**src/rtl/vhdci_link_trainer.sv**
```systemverilog
// Multi-lane VHDCI link trainer: IDELAY calibration, eye edge search, centring,
// bitslip alignment, sync handshake and toggle monitoring. Optional macro: VHDCI_LINK_ERRCNT_EN.
module vhdci_link_trainer #(
  parameter int LANES      = 2,
  parameter int WORD_W     = 8,
  parameter int HALF_TAPS  = 15,
  parameter int MAX_TAPS   = 64,
  parameter int LOSS_LIMIT = 3,
  parameter int SLIP_GAP   = 3
) (
  input  logic                           clk_in,
  input  logic                           rst_n_in,
  input  logic                           link_en_in,
  input  logic [LANES*(WORD_W-1)-1:0]    tx_data_in,
  output logic [LANES*(WORD_W-1)-1:0]    rx_data_out,
  output logic [LANES-1:0]               lane_synced_out,
  output logic                           link_up_out,
  input  logic [LANES*WORD_W-1:0]        serdes_rx_in,
  output logic [LANES*WORD_W-1:0]        serdes_tx_out,
  output logic [LANES-1:0]               delay_cal_out,
  output logic [LANES-1:0]               delay_ce_out,
  output logic [LANES-1:0]               delay_inc_out,
  input  logic [LANES-1:0]               delay_busy_in,
  output logic [LANES-1:0]               bitslip_out,
  output logic [LANES-1:0]               io_reset_out,
  output logic [15:0]                    err_count_out
);
  localparam int PW     = WORD_W - 1;
  localparam int TAP_W  = $clog2(MAX_TAPS + 1);
  localparam int CTR_W  = $clog2(HALF_TAPS + 1);
  localparam int GAP_W  = $clog2(SLIP_GAP + 2);
  localparam int MISS_W = $clog2(LOSS_LIMIT + 1);
  localparam logic [WORD_W-1:0] TRAIN = WORD_W'(1);
  localparam logic [WORD_W-1:0] ACK   = {1'b1, {(WORD_W-2){1'b0}}, 1'b1};

  // state    | meaning
  // CAL      | release io_reset, pulse IDELAY calibrate
  // CAL_WAIT | wait for calibration to finish, then pulse io_reset
  // REF      | capture first non-zero word as eye reference
  // INC      | step one tap forward
  // INC_WAIT | settle, compare against reference for an eye edge
  // CENTER   | step HALF_TAPS back toward eye centre
  // ALIGN    | bitslip until TRAIN/ACK seen, ACK handshake
  // MON      | toggle-bit link monitoring
  typedef enum logic [2:0] {CAL, CAL_WAIT, REF, INC, INC_WAIT, CENTER, ALIGN, MON} state_t;

  logic [LANES*WORD_W-1:0] rx_q;
  logic [LANES*PW-1:0]     rx_pay;
  logic [LANES-1:0]        busy_q;

`ifdef VHDCI_LINK_ERRCNT_EN
  logic [LANES-1:0] lane_err;
  logic [15:0]      err_cnt;
`endif

  always_ff @(posedge clk_in or negedge rst_n_in) begin
    if (!rst_n_in) begin
      rx_q        <= '0;
      busy_q      <= '0;
      rx_data_out <= '0;
      link_up_out <= 1'b0;
    end else begin
      rx_q        <= serdes_rx_in;
      busy_q      <= delay_busy_in;
      rx_data_out <= rx_pay;
      link_up_out <= &lane_synced_out;
    end
  end

  for (genvar i = 0; i < LANES; i++) begin : g_lane
    state_t              state_q, state_d;
    logic [WORD_W-1:0]   rx_w, ref_q, ref_d, tx_q, tx_d;
    logic [TAP_W-1:0]    tap_q, tap_d;
    logic [CTR_W-1:0]    ctr_q, ctr_d;
    logic [GAP_W-1:0]    gap_q, gap_d;
    logic [MISS_W-1:0]   miss_q, miss_d;
    logic cal_q, cal_d, ce_q, ce_d, inc_q, inc_d, slip_q, slip_d, iorst_q, iorst_d;
    logic ack_q, ack_d, sync_q, sync_d, tog_q, tog_d, arm_q, arm_d, exp_q, exp_d;
    logic idle;

    assign rx_w = rx_q[i*WORD_W +: WORD_W];
    // a tap step is complete only once the pulse is gone and both busy views are low
    assign idle = !ce_q && !delay_busy_in[i] && !busy_q[i];

    assign rx_pay[i*PW +: PW]              = rx_w[PW-1:0];
    assign serdes_tx_out[i*WORD_W +: WORD_W] = tx_q;
    assign lane_synced_out[i] = sync_q;
    assign delay_cal_out[i]   = cal_q;
    assign delay_ce_out[i]    = ce_q;
    assign delay_inc_out[i]   = inc_q;
    assign bitslip_out[i]     = slip_q;
    assign io_reset_out[i]    = iorst_q;

    always_ff @(posedge clk_in or negedge rst_n_in) begin
      if (!rst_n_in) begin
        state_q <= CAL;
        ref_q   <= '0;
        tx_q    <= '0;
        tap_q   <= '0;
        ctr_q   <= '0;
        gap_q   <= '0;
        miss_q  <= '0;
        cal_q   <= 1'b0;
        ce_q    <= 1'b0;
        inc_q   <= 1'b1;
        slip_q  <= 1'b0;
        iorst_q <= 1'b1;
        ack_q   <= 1'b0;
        sync_q  <= 1'b0;
        tog_q   <= 1'b0;
        arm_q   <= 1'b0;
        exp_q   <= 1'b0;
      end else begin
        state_q <= state_d;
        ref_q   <= ref_d;
        tx_q    <= tx_d;
        tap_q   <= tap_d;
        ctr_q   <= ctr_d;
        gap_q   <= gap_d;
        miss_q  <= miss_d;
        cal_q   <= cal_d;
        ce_q    <= ce_d;
        inc_q   <= inc_d;
        slip_q  <= slip_d;
        iorst_q <= iorst_d;
        ack_q   <= ack_d;
        sync_q  <= sync_d;
        tog_q   <= tog_d;
        arm_q   <= arm_d;
        exp_q   <= exp_d;
      end
    end

    always_comb begin
      state_d = state_q;
      ref_d   = ref_q;
      tx_d    = '0;
      tap_d   = tap_q;
      ctr_d   = ctr_q;
      gap_d   = gap_q;
      miss_d  = miss_q;
      cal_d   = 1'b0;
      ce_d    = 1'b0;
      inc_d   = inc_q;
      slip_d  = 1'b0;
      iorst_d = 1'b0;
      ack_d   = ack_q;
      sync_d  = sync_q;
      tog_d   = tog_q;
      arm_d   = arm_q;
      exp_d   = exp_q;
      if (!link_en_in) begin
        state_d = CAL;
        iorst_d = 1'b1;
        sync_d  = 1'b0;
        arm_d   = 1'b0;
        miss_d  = '0;
        ack_d   = 1'b0;
        gap_d   = '0;
      end else begin
        case (state_q)
          CAL: begin
            cal_d   = 1'b1;
            state_d = CAL_WAIT;
          end
          CAL_WAIT: if (!cal_q && !delay_busy_in[i] && !busy_q[i]) begin
            iorst_d = 1'b1;
            state_d = REF;
          end
          REF: if (rx_w != '0) begin
            ref_d   = rx_w;
            tap_d   = '0;
            state_d = INC;
          end
          INC: begin
            inc_d   = 1'b1;
            ce_d    = 1'b1;
            tap_d   = tap_q + TAP_W'(1);
            state_d = INC_WAIT;
          end
          INC_WAIT: if (idle) begin
            if (rx_w != ref_q || tap_q == TAP_W'(MAX_TAPS)) begin
              inc_d   = 1'b0;
              ctr_d   = '0;
              state_d = CENTER;
            end else begin
              state_d = INC;
            end
          end
          CENTER: if (idle) begin
            if (ctr_q == CTR_W'(HALF_TAPS)) begin
              ack_d   = 1'b0;
              gap_d   = '0;
              state_d = ALIGN;
            end else begin
              ce_d  = 1'b1;
              ctr_d = ctr_q + CTR_W'(1);
            end
          end
          ALIGN: begin
            // gap covers the pulse cycle plus SLIP_GAP idle cycles
            if (gap_q != '0) begin
              gap_d = gap_q - GAP_W'(1);
            end else if (rx_w == ACK && ack_q) begin
              sync_d  = 1'b1;
              arm_d   = 1'b0;
              miss_d  = '0;
              state_d = MON;
            end else if (rx_w == TRAIN || rx_w == ACK) begin
              ack_d = 1'b1;
            end else begin
              slip_d = 1'b1;
              gap_d  = GAP_W'(SLIP_GAP + 1);
              ack_d  = 1'b0;
            end
            tx_d = ack_d ? ACK : TRAIN;
          end
          MON: begin
            tog_d = !tog_q;
            tx_d  = {tog_d, tx_data_in[i*PW +: PW]};
            if (!arm_q) begin
              if (rx_w != ACK) begin
                arm_d = 1'b1;
                exp_d = !rx_w[WORD_W-1];
              end
            end else if (rx_w[WORD_W-1] == exp_q) begin
              miss_d = '0;
              exp_d  = !exp_q;
            end else begin
              exp_d = !rx_w[WORD_W-1];
              if (miss_q == MISS_W'(LOSS_LIMIT - 1)) begin
                sync_d  = 1'b0;
                arm_d   = 1'b0;
                miss_d  = '0;
                ack_d   = 1'b0;
                gap_d   = '0;
                state_d = ALIGN;
              end else begin
                miss_d = miss_q + MISS_W'(1);
              end
            end
          end
          default: state_d = CAL;
        endcase
      end
    end

`ifdef VHDCI_LINK_ERRCNT_EN
    assign lane_err[i] = link_en_in && state_q == MON && arm_q && (rx_w[WORD_W-1] != exp_q);
`endif
  end

`ifdef VHDCI_LINK_ERRCNT_EN
  always_ff @(posedge clk_in or negedge rst_n_in) begin
    if (!rst_n_in)                       err_cnt <= '0;
    else if (|lane_err && err_cnt != '1) err_cnt <= err_cnt + 16'd1;
  end
  assign err_count_out = err_cnt;
`else
  assign err_count_out = '0;
`endif
endmodule

```
**config.mk**
```make
export PLATFORM = sky130hd
export DESIGN_NAME = vhdci_link_trainer
export DESIGN_NICKNAME = d
export VERILOG_FILES = /design/src/rtl/vhdci_link_trainer.sv
export SDC_FILE = /design/constraint.sdc
export NUM_CORES = 1
export LEC_CHECK = 0
export CAP_MARGIN = 30
export CORE_MARGIN = 2
export CORE_UTILIZATION = 25
export DETAILED_ROUTE_END_ITERATION = 8
export MAX_ROUTING_LAYER = met4
export SLEW_MARGIN = 5
export SYNTH_ARGS = -nofsm -noshare
export SYNTH_HDL_FRONTEND = slang
export SYNTH_SLANG_ARGS = --single-unit
```
**constraint.sdc**
```tcl
create_clock -name clk_in -period 2 [get_ports clk_in]
set_input_delay 0.6 -clock clk_in [delete_from_list [all_inputs] [get_ports clk_in]]
set_output_delay 0.6 -clock clk_in [all_outputs]
set_load 0.03 [all_outputs]
```
Word level (Yosys, flattened, before mapping):

Index checks and enable logic that the tools add are counted.

* bits in registers: 123
* bits in latches: 0
* memory bits (writable): 0
* memory bits (read-only): 0
* logic and storage cells: 349
* memories: 0

* add/subtract/negate cells: 8
* multiply operators: 0
* divide/modulo/power cells: 0
* $lt $le $gt $ge: 0
* equality and inequality tests: 68
* shifts and indexed selects: 0
* multiplexer cells: 168
* bitwise gates (word level): 0
* reduce and logical (&&, ||, !) cells: 67

Operators with widths (count)
* two-way mux 3 bit: 42
* two-way mux 1 bit: 78
* != test 3 bit, second input constant: 20
* one-hot mux 3 bit (8 select lines): 2
* AND reduction 6 bit: 6
* two-way mux 4 bit: 8
* two-way mux 8 bit: 4
* one-hot mux 8 bit (2 select lines): 2
* one-hot mux 7 bit (2 select lines): 2
* equality test 3 bit, second input constant: 8
* two-way mux 2 bit: 12
* AND reduction 3 bit: 8
* != test 2 bit, second input constant: 10
* AND reduction 10 bit: 2
* one-hot mux 3 bit (3 select lines): 2
* equality test 8 x 1 -> 1 bit, second input constant: 2
* equality test 8 bit, second input constant: 2
* != test 4 bit, second input constant: 4
* != test 8 bit: 2
* != test 8 bit, second input constant: 2
* one-hot mux 1 bit (2 select lines): 8
* one-hot mux 4 bit (2 select lines): 2
* AND reduction 4 bit: 4
* AND reduction 8 bit: 2
* other kinds (23): 77

Longest topological paths before layout:

* word-level depth: 10
* gate-level depth with buffers: 7
* gate-level depth less buffers: 7

Worst setup path after synthesis:

OpenSTA, ideal clock, no wires.

* path kind: register -> register
* start: register rx_q[7]
* end: register g_lane[0].state_q[0]
* arrival: 2073 ps
* slack: -198 ps
* cell stages (with the launch flop): 8
* cell sequence: dfrtp_1 > inv_1 > ha_1 > nand4b_1 > o2111a_1 > a32o_1 > or3b_4 > mux2_4

* cells in the longest elaborated chain, start to end: 4
* elaborated cells on any way between the ends: 8
* classes of those cells: eq/ne: 5; reduce/logical: 3

RTL lines
* start, declared: line 47 `logic [LANES*WORD_W-1:0] rx_q;`
* start signal, assigned: line 63 `rx_q <= serdes_rx_in;`
* equality test 8 bit: line 204 `end else if (rx_w == ACK && ack_q) begin`
* logical AND 1 bit: line 204
* != test 3 bit (no line)
* AND reduction 10 bit (no line) (*)
* end signal, assigned: line 114 `state_q <= state_d;`
* end, declared: line 71 `state_t state_q, state_d;`

Mark *: on every way between the ends. The rest lies on a longest branch, timed or not.
A chain may end at the register's enable or synchronous reset.

Worst setup path in the final report:

* start: register rx_q[3]
* end: register g_lane[0].state_q[1]

* cells in the longest elaborated chain, start to end: 6
* elaborated cells on any way between the ends: 12
* classes of those cells: eq/ne: 4; mux: 4; reduce/logical: 4

RTL lines
* != test 8 bit: line 182 `if (rx_w != ref_q || tap_q == TAP_W'(MAX_TAPS)) begin`
* logical OR 1 bit: line 182
* two-way mux 3 bit: line 182
* two-way mux 3 bit: line 181 `INC_WAIT: if (idle) begin`
* one-hot mux 3 bit (8 select lines): line 161 `case (state_q)`
* two-way mux 3 bit: line 152 `if (!link_en_in) begin`

Parallel ways exist; a longest one is shown, timed or not. The select of a mux whose other input is x is not followed.

==> reports/results.ini <==
[outcome]
status = finished, violations left
violations = setup timing

[routing]
wl_per_cell_um = 13.1
drt_wl_total_mm = 12.9
drtIter0Drc = 256
num_vias = 4403
ant_nets = 0
viasPerCell = 4.48
firstDrtPassIters = 4
drc_errors = 0

[logic_synthesis]
synth_area_leaders = dfrtp_1 (52%), mux2_2 (3.8%), buf_4 (3.7%)
syn_area_sq_um = 5690
synth-compound-area-share_pct = 11.8
yosys_warnings = 0
synthXorXnorAreaFrac_pct = 3.54
synthSimpleGateAreaFrac_pct = 17.9
synth_commonest_cells = dfrtp_1 (119), nand2_1 (39), buf_4 (28), o21ai_0 (28), nor2_1 (25)
synth_edf_count = 0
async_flop_share_pct = 100
synth_top_family_by_area = simple AND/OR/NAND/NOR gates
ys_seq_area_share_pct = 54.2
synth_adder_area_share_pct = 1.76
syn_inst = 525
ys_ff_latch = 123
synthMuxAreaShare_pct = 4.55
synth.most_common_cell = dfrtp_1
synth.avg_cell_area_sq_um = 10.8
yosysTopAreaCell = dfrtp_1
synth_ff_type = dfrtp_1
synth_top_cell_area_share_pct = 52.3
synth_cell_type_count = 63

[worst_setup_path]
slowest_delay_ps = 570
path_max_fanout = 3
ff2ff_path_depth = 6
endpoint_kind = register
cp.depth = 6
arrival_ps = 2580
cp-start-kind = register
crit_chain = or4_4, nor3_4, a41oi_4, or3b_4, buf_6, a221oi_2
required_ps = 2330
slowest_stage = or4_4
crit_buf_inv = 1
worst-setup-path-type = register to register
crit_family = simple AND/OR/NAND/NOR gates
reg2reg_slack_ps = -240

[cts]
htree_num_levels = 4
clock_sinks = 123
cts-root-buf = clkbuf_16
tritoncts = yes
cts_made_buffers = 17
clk_pin_slew_ps = 60
cts_buffer_depth = 2
clock_latency_ps = 430
postCtsHoldBufs = 0

[floorplan]
num_rows = 55
fp.dieW_um = 155
start_util_pct = 25.3
core_sq_um = 22500
die_h_um = 155
io-pin-count = 94
die_area_sq_um = 24000

[power]
p_total_mw = 8.32
leakagePower_nw = 3.70
clock_power_share_pct = 36.8
p_int_mw = 5.76
comb_power_share_pct = 24.5
swShare_pct = 30.8
p_per_area_nw_per_um2 = 1040
power_frac_seq_pct = 38.7
power_switching_mw = 2.56
vdd_drop_max_mv = 0.494

[sta]
skew_ps = 10.2
clock.fmax_mhz = 446
setup_viol = 26
drv_slew = 0
rsz0062_at_grt = yes
worst_pin_slew_ps = 502
timing.setup.tns_ps = -2660
fin_crit_ps = 2240
finalCritPeriodShare_pct = 112
finalHoldViolations = 0
setup_slack_ps = -243
max_slew_margin_pct = 66.2

[job]
maxCapViolCount = 0

[place]
portBuffers = 77
dpl-instance-area_sq_um = 7290
gp_congestion = 0.850
dp_hpwl_mm = 9.28
pre_cts_ws_ps = -602

[cells_and_area]
fillers = 2227
drive_gt1_share_pct = 26.8
fin_nets = 728
areaGrowthSynthToFinish_pct = 41.3
fin_area_sq_um = 8040
antenna_cells = 0

[global_route]
antenna_found_initial = 0
grt.total_usage_pct = 11.7
grt_pass1_wl_mm = 21.7
grt_max_degree = 31
grt_pass1_vias = 4424
grt-ovfl-total = 0

[min_path]
hold_class = primary input to async pin

[area by class of cell]
cell class              count  area (sq um)  area share, %
inverters                  20          75.1          0.934
clock inverters            14           161           2.01
repair buffers            172          1480           18.4
well taps                 285           357           4.43
clock buffers              18           429           5.34
multi-input cells         351          2450           30.5
flip-flops and latches    123          3090           38.4
[state kept, by name, summed over array words and instances (netlist names)]
signal and count:
g_lane.sync_q 2, busy_q 2, g_lane.ctr_q 8, g_lane.tap_q 14, g_lane.cal_q 2, g_lane.ref_q 16, g_lane.ce_q 2, g_lane.exp_q 2
g_lane.slip_q 2, g_lane.state_q 6, g_lane.arm_q 2, rx_q 16, g_lane.iorst_q 2, link_up_out 1, g_lane.miss_q 4, g_lane.ack_q 2
g_lane.gap_q 6, g_lane.tx_q 16, rx_data_out 14, g_lane.inc_q 2, g_lane.tog_q 2
[what timing repair did]
action                                  4_1_cts  5_1_grt
setup buffers                                 1        7
resized for setup                            52       29
endpoints found under the setup margin       69       30
pin swaps                                     2       15
[layer usage]
| layer | routed length, um | track usage (%) | up-vias |
|---|---|---|---|
| met5 | 0 | - | - |
| met3 | 554 | 3.73 | 22 |
| met2 | 5950 | 17.2 | 89 |
| met1 | 6180 | 15.2 | 2150 |
| li1 | - | - | 2142 |
| met4 | 227 | 4.54 | 0 |
[cell usage in the layout (no fill, tap or decap), types with 4 or more instances in the layout]
cell and instances:
o21ai_1 4, dfstp_2 4, dfrtp_1 117, nand2b_1 6
a21o_1 4, dlygate4sd2_1 42, o31ai_1 4, or3_1 5
buf_4 90, nand3_1 24, nand4_1 11, inv_1 20
a21oi_1 12, xor2_1 19, and3b_1 4, nor3b_1 4
inv_6 5, nor3_1 15, a22o_1 4, and2_1 16
and3_1 6, clkdlybuf4s50_1 31, nor2b_1 4, o21ai_0 23
nor2_1 25, clkbuf_16 17, clkinv_4 4, ha_1 8
nand2_1 39, xnor2_1 4, conb_1 16, mux2_2 19
a31oi_1 5
[path summary, 6_finish.rpt]
check,start,end
max,rx_q[3]$_DFF_PN0_,g_lane[0].state_q[1]$_DFFE_PN0P_
min,rst_n_in,rx_q[9]$_DFF_PN0_
max reg2reg,rx_q[3]$_DFF_PN0_,g_lane[0].state_q[1]$_DFFE_PN0P_
min reg2reg,rx_q[12]$_DFF_PN0_,rx_data_out[11]$_DFF_PN0_
max in group asynchronous,rst_n_in,g_lane[0].iorst_q$_DFF_PN1_
min in group clk_in,delay_busy_in[1],busy_q[1]$_DFF_PN0_
[cell families (layout without fill, tap and decap cells)]
| kind of cell | Yosys count | count (layout) |
|---|---|---|
| simple gates | 186 | 186 |
| flops | 123 | 123 |
| compound gates | 95 | 95 |
| buf+inv | 66 | 224 |
| xor+xnor | 23 | 23 |
| mux | 23 | 23 |
| fa+ha+maj | 8 | 8 |
| other cells | 1 | 16 |
[through the flow]
stage | hold slack, ps | cells | util (%)
6_report | 120 | 983 | 35.7
5_1_grt | 144 | 983 | 35.7
4_1_cts | 136 | 976 | 35.0
3_5_place_dp | 456 | 943 | 32.4
3_3_place_gp | 444 | 943 | 32.4
2_1_floorplan | 304 | 540 | -
[power groups by stage]
stage,clock [mW],combinational [mW],sequential [mW]
floorplan,0,1.27,3.20
global placement,0,1.96,3.24
detailed placement,0,1.99,3.25
finish,3.06,2.04,3.22
global route,3.29,2.27,3.29
CTS,3.15,1.98,3.21
Note: power is estimated with default switching activity, not from simulation.
